File: config.mk
export PLATFORM = sky130hd
export DESIGN_NAME = mem_access_ctrl
export DESIGN_NICKNAME = d
export VERILOG_FILES = /design/src/rtl/mem_access_ctrl.sv
export SDC_FILE = /design/constraint.sdc
export NUM_CORES = 1
export LEC_CHECK = 0
export ABC_AREA = 1
export CORE_UTILIZATION = 49
export DETAILED_ROUTE_END_ITERATION = 10
export GPL_TIMING_DRIVEN = 0
export PLACE_DENSITY = 0.86
export SYNTH_ARGS = -nofsm -noshare
export SYNTH_HDL_FRONTEND = slang
export SYNTH_SLANG_ARGS = --single-unit
File: constraint.sdc
create_clock -name clk -period 4.1 [get_ports clk]
set_input_delay 1.23 -clock clk [delete_from_list [all_inputs] [get_ports clk]]
set_output_delay 1.23 -clock clk [all_outputs]
set_load 0.01 [all_outputs]
File: src/rtl/mem_access_ctrl.sv
// mem_access_ctrl: CPU load/store port to a single-beat bus.
// Takes one request at a time from IDLE and checks its alignment. An aligned
// request runs one bus transaction with lane enables and replicated store
// data. Loads return the addressed lane, sign- or zero-extended. A
// misaligned request, or a bus that never acknowledges, ends in a one-cycle
// exception pulse instead of a completion pulse.
// State encoding on dbg_state_o: 0 IDLE, 1 REQ, 2 DONE, 3 ERR.
//
// Handshakes: cpu_req is a level request and is sampled only in IDLE.
// cpu_stall is high while the request is being served, and the result is
// one pulse, either cpu_done or cpu_exc. bus_req is the bus-side valid. It
// holds bus_addr/bus_we/bus_be/bus_wdata stable until bus_ack, the one-cycle
// ready/completion from the slave, is seen in REQ, or until the wait counter
// aborts the access. bus_ack seen in any other state is ignored.
module mem_access_ctrl #(
   parameter int unsigned TIMEOUT = 255
) (
   input  logic        clk,
   input  logic        rst,
   input  logic        cpu_req,
   input  logic        cpu_we,
   input  logic [2:0]  cpu_type,
   input  logic [31:0] cpu_addr,
   input  logic [31:0] cpu_wdata,
   output logic [31:0] cpu_rdata,
   output logic        cpu_done,
   output logic        cpu_exc,
   output logic [1:0]  cpu_exc_code,
   output logic        cpu_stall,
   output logic        bus_req,
   output logic        bus_we,
   output logic [31:0] bus_addr,
   output logic [3:0]  bus_be,
   output logic [31:0] bus_wdata,
   input  logic        bus_ack,
   input  logic [31:0] bus_rdata,
   output logic [1:0]  dbg_state_o
);

   typedef enum logic [1:0] {
      S_IDLE = 2'd0,
      S_REQ  = 2'd1,
      S_DONE = 2'd2,
      S_ERR  = 2'd3
   } state_e;

   // Last wait-counter value that is still allowed to complete
   localparam logic [7:0] WAIT_LAST = 8'(TIMEOUT - 1);

   localparam logic [1:0] EXC_MISALIGN = 2'b01;
   localparam logic [1:0] EXC_TIMEOUT  = 2'b10;

   state_e      state_q, state_d;
   logic [7:0]  cnt_q, cnt_d;

   // Request fields latched in IDLE
   logic        we_q, we_d;
   logic [2:0]  type_q, type_d;
   logic [1:0]  lane_q, lane_d;

   // Registered outputs
   logic [31:0] rdata_q, rdata_d;
   logic        done_q, done_d;
   logic        exc_q, exc_d;
   logic [1:0]  code_q, code_d;
   logic        breq_q, breq_d;
   logic        bwe_q, bwe_d;
   logic [31:0] baddr_q, baddr_d;
   logic [3:0]  bbe_q, bbe_d;
   logic [31:0] bwdata_q, bwdata_d;

   // Decode of the incoming request
   logic        req_is_half;
   logic        req_is_byte;
   logic        req_misaligned;
   logic [3:0]  req_be;
   logic [31:0] req_wdata;

   // Load path
   logic [31:0] lane_word;
   logic [31:0] load_value;

   // Size, alignment, lane enables and store replication of the CPU request
   always_comb begin
      req_is_half = 1'b0;
      req_is_byte = 1'b0;
      case (cpu_type)
         3'b001, 3'b010: req_is_half = 1'b1;
         3'b011, 3'b100: req_is_byte = 1'b1;
         default:        ;
      endcase
      req_misaligned = 1'b0;
      req_be         = 4'b1111;
      req_wdata      = cpu_wdata;
      if (req_is_byte) begin
         req_be    = 4'b0001 << cpu_addr[1:0];
         req_wdata = {4{cpu_wdata[7:0]}};
      end else if (req_is_half) begin
         req_misaligned = cpu_addr[0];
         req_be         = cpu_addr[1] ? 4'b1100 : 4'b0011;
         req_wdata      = {2{cpu_wdata[15:0]}};
      end else begin
         req_misaligned = (cpu_addr[1:0] != 2'b00);
      end
   end

   // Select the addressed lane of the read word and extend it
   always_comb begin
      lane_word = bus_rdata >> {lane_q, 3'b000};
      case (type_q)
         3'b001:  load_value = {{16{lane_word[15]}}, lane_word[15:0]};
         3'b010:  load_value = {16'h0000, lane_word[15:0]};
         3'b011:  load_value = {{24{lane_word[7]}}, lane_word[7:0]};
         3'b100:  load_value = {24'h000000, lane_word[7:0]};
         default: load_value = bus_rdata;
      endcase
   end

   // State register and wait counter
   always_ff @(posedge clk) begin
      if (rst) begin
         state_q <= S_IDLE;
         cnt_q   <= 8'd0;
      end else begin
         state_q <= state_d;
         cnt_q   <= cnt_d;
      end
   end

   // Next-state logic, including the bus timeout
   always_comb begin
      state_d = state_q;
      cnt_d   = cnt_q;
      case (state_q)
         S_IDLE: begin
            if (cpu_req) begin
               state_d = req_misaligned ? S_ERR : S_REQ;
               cnt_d   = 8'd0;
            end
         end
         S_REQ: begin
            if (bus_ack) begin
               state_d = S_DONE;
            end else if (cnt_q == WAIT_LAST) begin
               state_d = S_ERR;
            end else begin
               cnt_d = cnt_q + 8'd1;
            end
         end
         S_DONE:  state_d = S_IDLE;
         S_ERR:   state_d = S_IDLE;
         default: state_d = S_IDLE;
      endcase
   end

   // Next values of the registered outputs and the latched request fields
   always_comb begin
      done_d   = (state_d == S_DONE);
      exc_d    = (state_d == S_ERR);
      code_d   = 2'b00;
      if (exc_d) begin
         code_d = (state_q == S_IDLE) ? EXC_MISALIGN : EXC_TIMEOUT;
      end
      breq_d   = (state_d == S_REQ);
      we_d     = we_q;
      type_d   = type_q;
      lane_d   = lane_q;
      bwe_d    = bwe_q;
      baddr_d  = baddr_q;
      bbe_d    = bbe_q;
      bwdata_d = bwdata_q;
      if (state_q == S_IDLE && cpu_req) begin
         we_d   = cpu_we;
         type_d = cpu_type;
         lane_d = cpu_addr[1:0];
         if (!req_misaligned) begin
            bwe_d    = cpu_we;
            baddr_d  = {cpu_addr[31:2], 2'b00};
            bbe_d    = req_be;
            bwdata_d = req_wdata;
         end
      end
      rdata_d = rdata_q;
      if (state_q == S_REQ && bus_ack && !we_q) begin
         rdata_d = load_value;
      end
   end

   // Output and request-field registers
   always_ff @(posedge clk) begin
      if (rst) begin
         we_q     <= 1'b0;
         type_q   <= 3'b000;
         lane_q   <= 2'b00;
         rdata_q  <= 32'd0;
         done_q   <= 1'b0;
         exc_q    <= 1'b0;
         code_q   <= 2'b00;
         breq_q   <= 1'b0;
         bwe_q    <= 1'b0;
         baddr_q  <= 32'd0;
         bbe_q    <= 4'b0000;
         bwdata_q <= 32'd0;
      end else begin
         we_q     <= we_d;
         type_q   <= type_d;
         lane_q   <= lane_d;
         rdata_q  <= rdata_d;
         done_q   <= done_d;
         exc_q    <= exc_d;
         code_q   <= code_d;
         breq_q   <= breq_d;
         bwe_q    <= bwe_d;
         baddr_q  <= baddr_d;
         bbe_q    <= bbe_d;
         bwdata_q <= bwdata_d;
      end
   end

   assign cpu_rdata    = rdata_q;
   assign cpu_done     = done_q;
   assign cpu_exc      = exc_q;
   assign cpu_exc_code = code_q;
   assign cpu_stall    = (state_q == S_REQ) || (state_q == S_IDLE && cpu_req);
   assign bus_req      = breq_q;
   assign bus_we       = bwe_q;
   assign bus_addr     = baddr_q;
   assign bus_be       = bbe_q;
   assign bus_wdata    = bwdata_q;
   assign dbg_state_o  = state_q;

endmodule

==> metrics, run 1 <==
CTS Sinks 120; final worst path period need 3.956 ns; Seq/Total Area, Yosys 40.02%; worst rel slew slack 61.67%; Global Route met1 Usage 37.87%; Antenna Cells 0; area share of fa/ha/maj cells after synthesis 0.4168%; Worst Path Required 2.87 ns; total wire length 19,830 um; critical path's slowest cell clkdlybuf4s50_1; largest net degree at the start of global routing 17; Max IR drop VDD 240.8 uV; post-route cell area 0.008897 sq mm; P_int 2596 uW; Resized cells post-CTS 0; Synth area leader dfxtp_1; Max clock buf depth 2; Detail Route Antenna Nets 0; Sw Ratio 29.00%; WS Path Type input pin to output port; First-pass DRT Iterations 6; multiplexer share of the synthesized area 0%; layout cells sized above 1 7.496%; met2 GRT Util 52.88%; Initial Util 50.19%; slowest stage delay, CP 0.59 ns; arrival time worst endpoint 2.73 ns; max_cap viols 0; global-route met3 utilization 7.613%; Buffers on Ports 209; crit path max fanout 15; Buf/Inv on CP 2; global-route wire length before repair 31,390 um; run status finished clean; most used cell, CP clkdlybuf4s50_1; GRT Overall Usage 31.37%; GR peak layer met2; pwr/cell area 411.0 mW/mm^2; Synth Area in Compound Gates 10.25%; P_sw 1060 uW; die width 112.7 um; Worst setup SP type input pin; Pleak 0.003943 uW; I/O pins 213; Final nets 1,267; crit path cell chain clkdlybuf4s50_1, nand3_2, nand2_1, clkdlybuf4s50_1; routed vias 6,949; Hold-fix buffers, CTS 0; clk slew on worst S/H paths 0.06 ns; chip height 112.7 um; number of global-route vias before repair 6,488; root buf cell clkbuf_16; Layout area overhead 48.21%; full die area 0.01270 sq mm; family with the most delay on the worst path buffers and inverters; Synth area leaders dfxtp_1 40%, nand2_1 19%, nand3_1 9.2%; Final setup viols 0; pin slew with the least headroom to its limit 0.5749 ns; DP Area 0.008283 sq mm; Avg Cell Area, Syn 6.434 sq um; Clock power frac 42.9%; Cells after Synth 933; DRC Markers 0; final RePlAce weighted congestion 0.9201; post-synthesis simple-gate area fraction 37.81%; Avg WL per Cell 15.01 um; Yosys top cell area share 40.02%; Num CTS Buffers 17; Pins Over Slew Limit 0; placed cell count 1,290; Design Power 3656 uW; core area 0.01196 sq mm; final hold viol count 0; CTS tree done; Yosys warnings 0; vias per cell 5.260; number of synthesized register bits 120; DR iter-0 viols 574; Logic pwr share 21.9%; clk_lat worst skew 0.43 ns; filler instances 957; Core Rows 40; main combinational cell family by area after synthesis simple AND/OR/NAND/NOR gates; Finished Layout Cells 1,321; Setup TNS Final 0 ns; initial antenna violation count 0; HPWL after DPL 14,290 um; H-tree Lvls 4; Setup Buffers After CTS 0; Hold Path Class register to register; post-route clock period utilization 96.50%; RSZ-0062 raised after global routing false; xor-xnor portion of the synthesized cell area 0.1459%; sequential power share 35.2%; Yosys cell types 27; skew final 0.007115 ns; endpoint class of the critical path output port; Netlist Area Pre-Place 0.006003 sq mm; grt ovf 0; fmax 0.2528 GHz
==> synth_stat cells, drive strengths merged <==
cell / n
a21oi: 86
buf: 39
clkbuf: 17
clkinv: 1
conb: 1
dfxtp: 120
ha: 2
inv: 94
nand2: 304
nand3: 112
nand3b: 1
nand4: 19
nor2: 100
nor3: 1
o211ai: 1
o21ai: 34
xor2: 1
==> cell type report <==
| cell class | instances | area (sq um) | share of cell area (%) |
|---|---|---|---|
| Sequential cell | 120 | 2402 | 27.00 |
| Clock inverter | 12 | 161.4 | 1.814 |
| Multi-Input combinational cell | 663 | 2927 | 32.89 |
| Inverter | 95 | 356.6 | 4.008 |
| Tap cell | 147 | 183.9 | 2.067 |
| Clock buffer | 20 | 456.7 | 5.133 |
| Buffer | 55 | 317.8 | 3.572 |
| Timing Repair Buffer | 209 | 2092 | 23.51 |
==> metal layers <==
layer	part of all wire (%)	routed length, um
met1	41	8110
met2	47	9358
met3	8.4	1669
met4	3.5	694
met5	0	0
==> worst paths after layout <==
| kind | end | slack [ns] | cells after the start | from |
|---|---|---|---|---|
| max | cpu_stall | 0.14 | 4 | cpu_req |
| min | bus_addr[2]$_SDFFE_PP0P_ | 0.46 | 2 | bus_addr[2]$_SDFFE_PP0P_ |
| max reg2reg | bus_wdata[31]$_SDFFE_PP0P_ | 2.30 | 7 | dbg_state_o[1]$_SDFF_PP0_ |
| min reg2reg | bus_addr[2]$_SDFFE_PP0P_ | 0.46 | 2 | bus_addr[2]$_SDFFE_PP0P_ |
==> state kept, by name, indices dropped and copies added, names as in the netlist <==
name,cells
cpu_exc,1
bus_addr,30
dbg_state_o,2
cpu_done,1
cpu_rdata,32
we_q,1
bus_we,1
type_q,3
bus_wdata,32
cpu_exc_code,2
bus_be,4
cnt_q,8
lane_q,2
bus_req,1
==> worst reg2reg max path: cells and delay by family, from the launching register on <==
kind,cells,cell delay [ns]
buf+inv,3,0.76
flops,1,0.31
simple gates,4,0.63
==> per-stage QoR <==
| step | utilization, % | setup slack (ns) | hold WS, ns |
|---|---|---|---|
| after floorplan | - | 1.156 | 0.4627 |
| after global placement | 69.25 | 0.02572 | 0.4481 |
| after detailed placement | 69.25 | 0.03693 | 0.4517 |
| after CTS | 74.41 | 0.02986 | 0.4599 |
| after global routing | 74.38 | 0.02716 | 0.4710 |
| final | 74.38 | 0.1436 | 0.4589 |
==> cells in the final DEF, fill, tap and decap left out <==
cell             count
clkinv_2             1
o21ai_2              2
nor3_1               1
nand2_4              1
buf_4                5
ha_1                 2
xor2_1               1
nor2_2               4
o21ai_0             32
bufinv_16            3
nand3_1            110
nand2_2              6
nand3_2              2
dfxtp_1            120
conb_1               2
inv_6                5
nand3b_2             1
a21oi_1             86
clkbuf_8             2
nand2_1            297
clkinv_1             1
o211ai_1             1
clkbuf_16           17
buf_2               20
buf_6                9
clkdlybuf4s50_1    209
clkinvlp_4           3
inv_2                5
nand4_1             19
clkbuf_1            17
buf_1                5
nor2_4               2
inv_1               89
nor2_1              94
==> power groups by stage <==
stage	registers [uW]	logic [uW]	clock network [uW]
2_1_floorplan	1340	395	0
3_3_place_gp	1310	773	0
3_5_place_dp	1310	782	0
4_1_cts	1290	791	1570
5_1_grt	1300	875	1630
6_report	1290	801	1570
==> cell families (layout without fill, tap and decap cells) <==
group,count (synthesis),after routing
AOI/OAI and AO/OA,121,121
adders and majority gates,2,2
xor gates and xnor gates,1,1
other,1,2
and+or+nand+nor,537,537
buffers and inverters,151,391
DFF,120,120
(Power assumes the default switching activity.)
==> run 2: changes to the inputs <==
--- a/config.mk
+++ b/config.mk
@@ -6,10 +6,10 @@
 export NUM_CORES = 1
 export LEC_CHECK = 0
 export ABC_AREA = 1
-export CORE_UTILIZATION = 49
+export CORE_UTILIZATION = 46
 export DETAILED_ROUTE_END_ITERATION = 10
 export GPL_TIMING_DRIVEN = 0
-export PLACE_DENSITY = 0.86
+export PLACE_DENSITY = 0.82
 export SYNTH_ARGS = -nofsm -noshare
 export SYNTH_HDL_FRONTEND = slang
 export SYNTH_SLANG_ARGS = --single-unit
==> constraint.sdc (replaced) <==
create_clock -name clk -period 4.2 [get_ports clk]
set_input_delay 1.26 -clock clk [delete_from_list [all_inputs] [get_ports clk]]
set_output_delay 1.26 -clock clk [all_outputs]
set_load 0.01 [all_outputs]
==> metrics, run 2 (synthesis results as in run 1) <==
Antenna Cells 0 (unchanged); Setup TNS Final 0 ns (unchanged); Num CTS Buffers 17 (unchanged); run status finished clean (unchanged); Core Rows 41 (was 40); First-pass DRT Iterations 5 (was 6); Detail Route Antenna Nets 0 (unchanged); Hold-fix buffers, CTS 0 (unchanged); WS Path Type input pin to output port (unchanged); Max clock buf depth 2 (unchanged); Setup Buffers After CTS 0 (unchanged); endpoint class of the critical path output port (unchanged); final hold viol count 0 (unchanged); GRT Overall Usage 29.72% (was 31.37%); total wire length 19,490 um (was 19,830 um); post-route clock period utilization 97.41%; layout cells sized above 1 7.574% (was 7.496%); max_cap viols 0 (unchanged); CTS Sinks 120 (unchanged); Hold Path Class register to register (unchanged); Buffers on Ports 209 (unchanged); Pleak 0.003959 uW (was 0.003943 uW); global-route wire length before repair 30,700 um (was 31,390 um); Max IR drop VDD 311.2 uV (was 240.8 uV); number of global-route vias before repair 6,238 (was 6,488); Final nets 1,268 (was 1,267); filler instances 1,082 (was 957); fmax 0.2444 GHz; crit path max fanout 10 (was 15); DR iter-0 viols 496 (was 574); vias per cell 5.101 (was 5.260); H-tree Lvls 4 (unchanged); skew final 0.006261 ns (was 0.007115 ns); Layout area overhead 48.90% (was 48.21%); DRC Markers 0 (unchanged); RSZ-0062 raised after global routing false (unchanged); final RePlAce weighted congestion 0.9501 (was 0.9201); HPWL after DPL 14,460 um (was 14,290 um); die width 116.2 um (was 112.7 um); CTS tree done (unchanged); pwr/cell area 398.4 mW/mm^2 (was 411.0 mW/mm^2); Resized cells post-CTS 0 (unchanged); arrival time worst endpoint 2.83 ns (was 2.73 ns); register area 0.002402 sq mm (unchanged); pin slew with the least headroom to its limit 0.5603 ns (was 0.5749 ns); Worst setup SP type input pin (unchanged); Pins Over Slew Limit 0 (unchanged); root buf cell clkbuf_16 (unchanged); largest net degree at the start of global routing 17 (unchanged); chip height 116.2 um (was 112.7 um); I/O pins 213 (unchanged); most frequent cells in the layout 297 x nand2_1, 209 x clkdlybuf4s50_1, 120 x dfxtp_1 (unchanged); initial antenna violation count 0 (unchanged); core area 0.01267 sq mm (was 0.01196 sq mm); grt ovf 0 (unchanged); Final setup viols 0 (unchanged); full die area 0.01351 sq mm (was 0.01270 sq mm); footprint of the multi-input gates 0.002927 sq mm (unchanged); Initial Util 47.38% (was 50.19%); Worst Path Required 2.94 ns (was 2.87 ns); Design Power 3561 uW (was 3656 uW); commonest non-fill, non-tap cell in the layout nand2_1 (unchanged); final worst path period need 4.091 ns; worst rel slew slack 62.65% (was 61.67%); clk_lat worst skew 0.43 ns (about the same); Avg WL per Cell 14.47 um (was 15.01 um); clk slew on worst S/H paths 0.06 ns (about the same); routed vias 6,871 (was 6,949)
[run 2: worst max-delay path: stages]
cell	delay, ns
clkdlybuf4s50_1	0.47
nand3_2	0.17
clkbuf_1	0.26
nand2_1	0.10
clkdlybuf4s50_1	0.57
[run 2: layout make-up]
type	count	area share (%)
inverter	95	3.989
sequential	120	26.88
multi-input combinational	663	32.74
tap	172	2.408
clock inverter	11	1.610
timing repair buffer	209	23.40
buffer	56	3.597
clock buffer	21	5.375
[run 2: metal layers]
layer  track usage, %  share of wire [%]
met5                0                  0
met2            48.92                 48
met4            13.59                2.9
met1            35.96                 42
met3            8.407                7.6
[run 2: path summary, 6_finish.rpt]
kind | startpoint | endpoint | slack [ns] | cells after the start
min reg2reg | bus_addr[28]$_SDFFE_PP0P_ | bus_addr[28]$_SDFFE_PP0P_ | 0.46 | 2
max reg2reg | dbg_state_o[1]$_SDFF_PP0_ | bus_wdata[31]$_SDFFE_PP0P_ | 2.46 | 7
min | bus_addr[28]$_SDFFE_PP0P_ | bus_addr[28]$_SDFFE_PP0P_ | 0.46 | 2
max | cpu_req | cpu_stall | 0.11 | 5
[run 2: stage by stage]
stage / cells / area, sq um / hold WS (ns) / util [%] / setup WS (ns)
after floorplan: 934 / 6007 / 0.4627 / - / 1.196
after global placement: 1315 / 8314 / 0.4476 / 65.62 / 0.08812
after detailed placement: 1315 / 8314 / 0.4531 / 65.62 / 0.09483
after CTS: 1347 / 8939 / 0.4617 / 70.54 / 0.1026
after global routing: 1347 / 8939 / 0.4768 / 70.54 / 0.04315
final: 1347 / 8939 / 0.4607 / 70.54 / 0.1087
[run 2: where the power goes]
part	internal [uW]	switching [uW]
Clock	993	531
Sequential	1210	42.5
Combinational	350	431
==> run 3: changes to the inputs <==
--- a/config.mk
+++ b/config.mk
@@ -8,6 +8,7 @@
 export ABC_AREA = 1
 export CORE_UTILIZATION = 46
 export DETAILED_ROUTE_END_ITERATION = 10
+export GPL_ROUTABILITY_DRIVEN = 1
 export GPL_TIMING_DRIVEN = 0
 export PLACE_DENSITY = 0.82
 export SYNTH_ARGS = -nofsm -noshare
==> results of run 3 <==
Same layout as run 2: the final DEF is identical, and so are final timing and power.
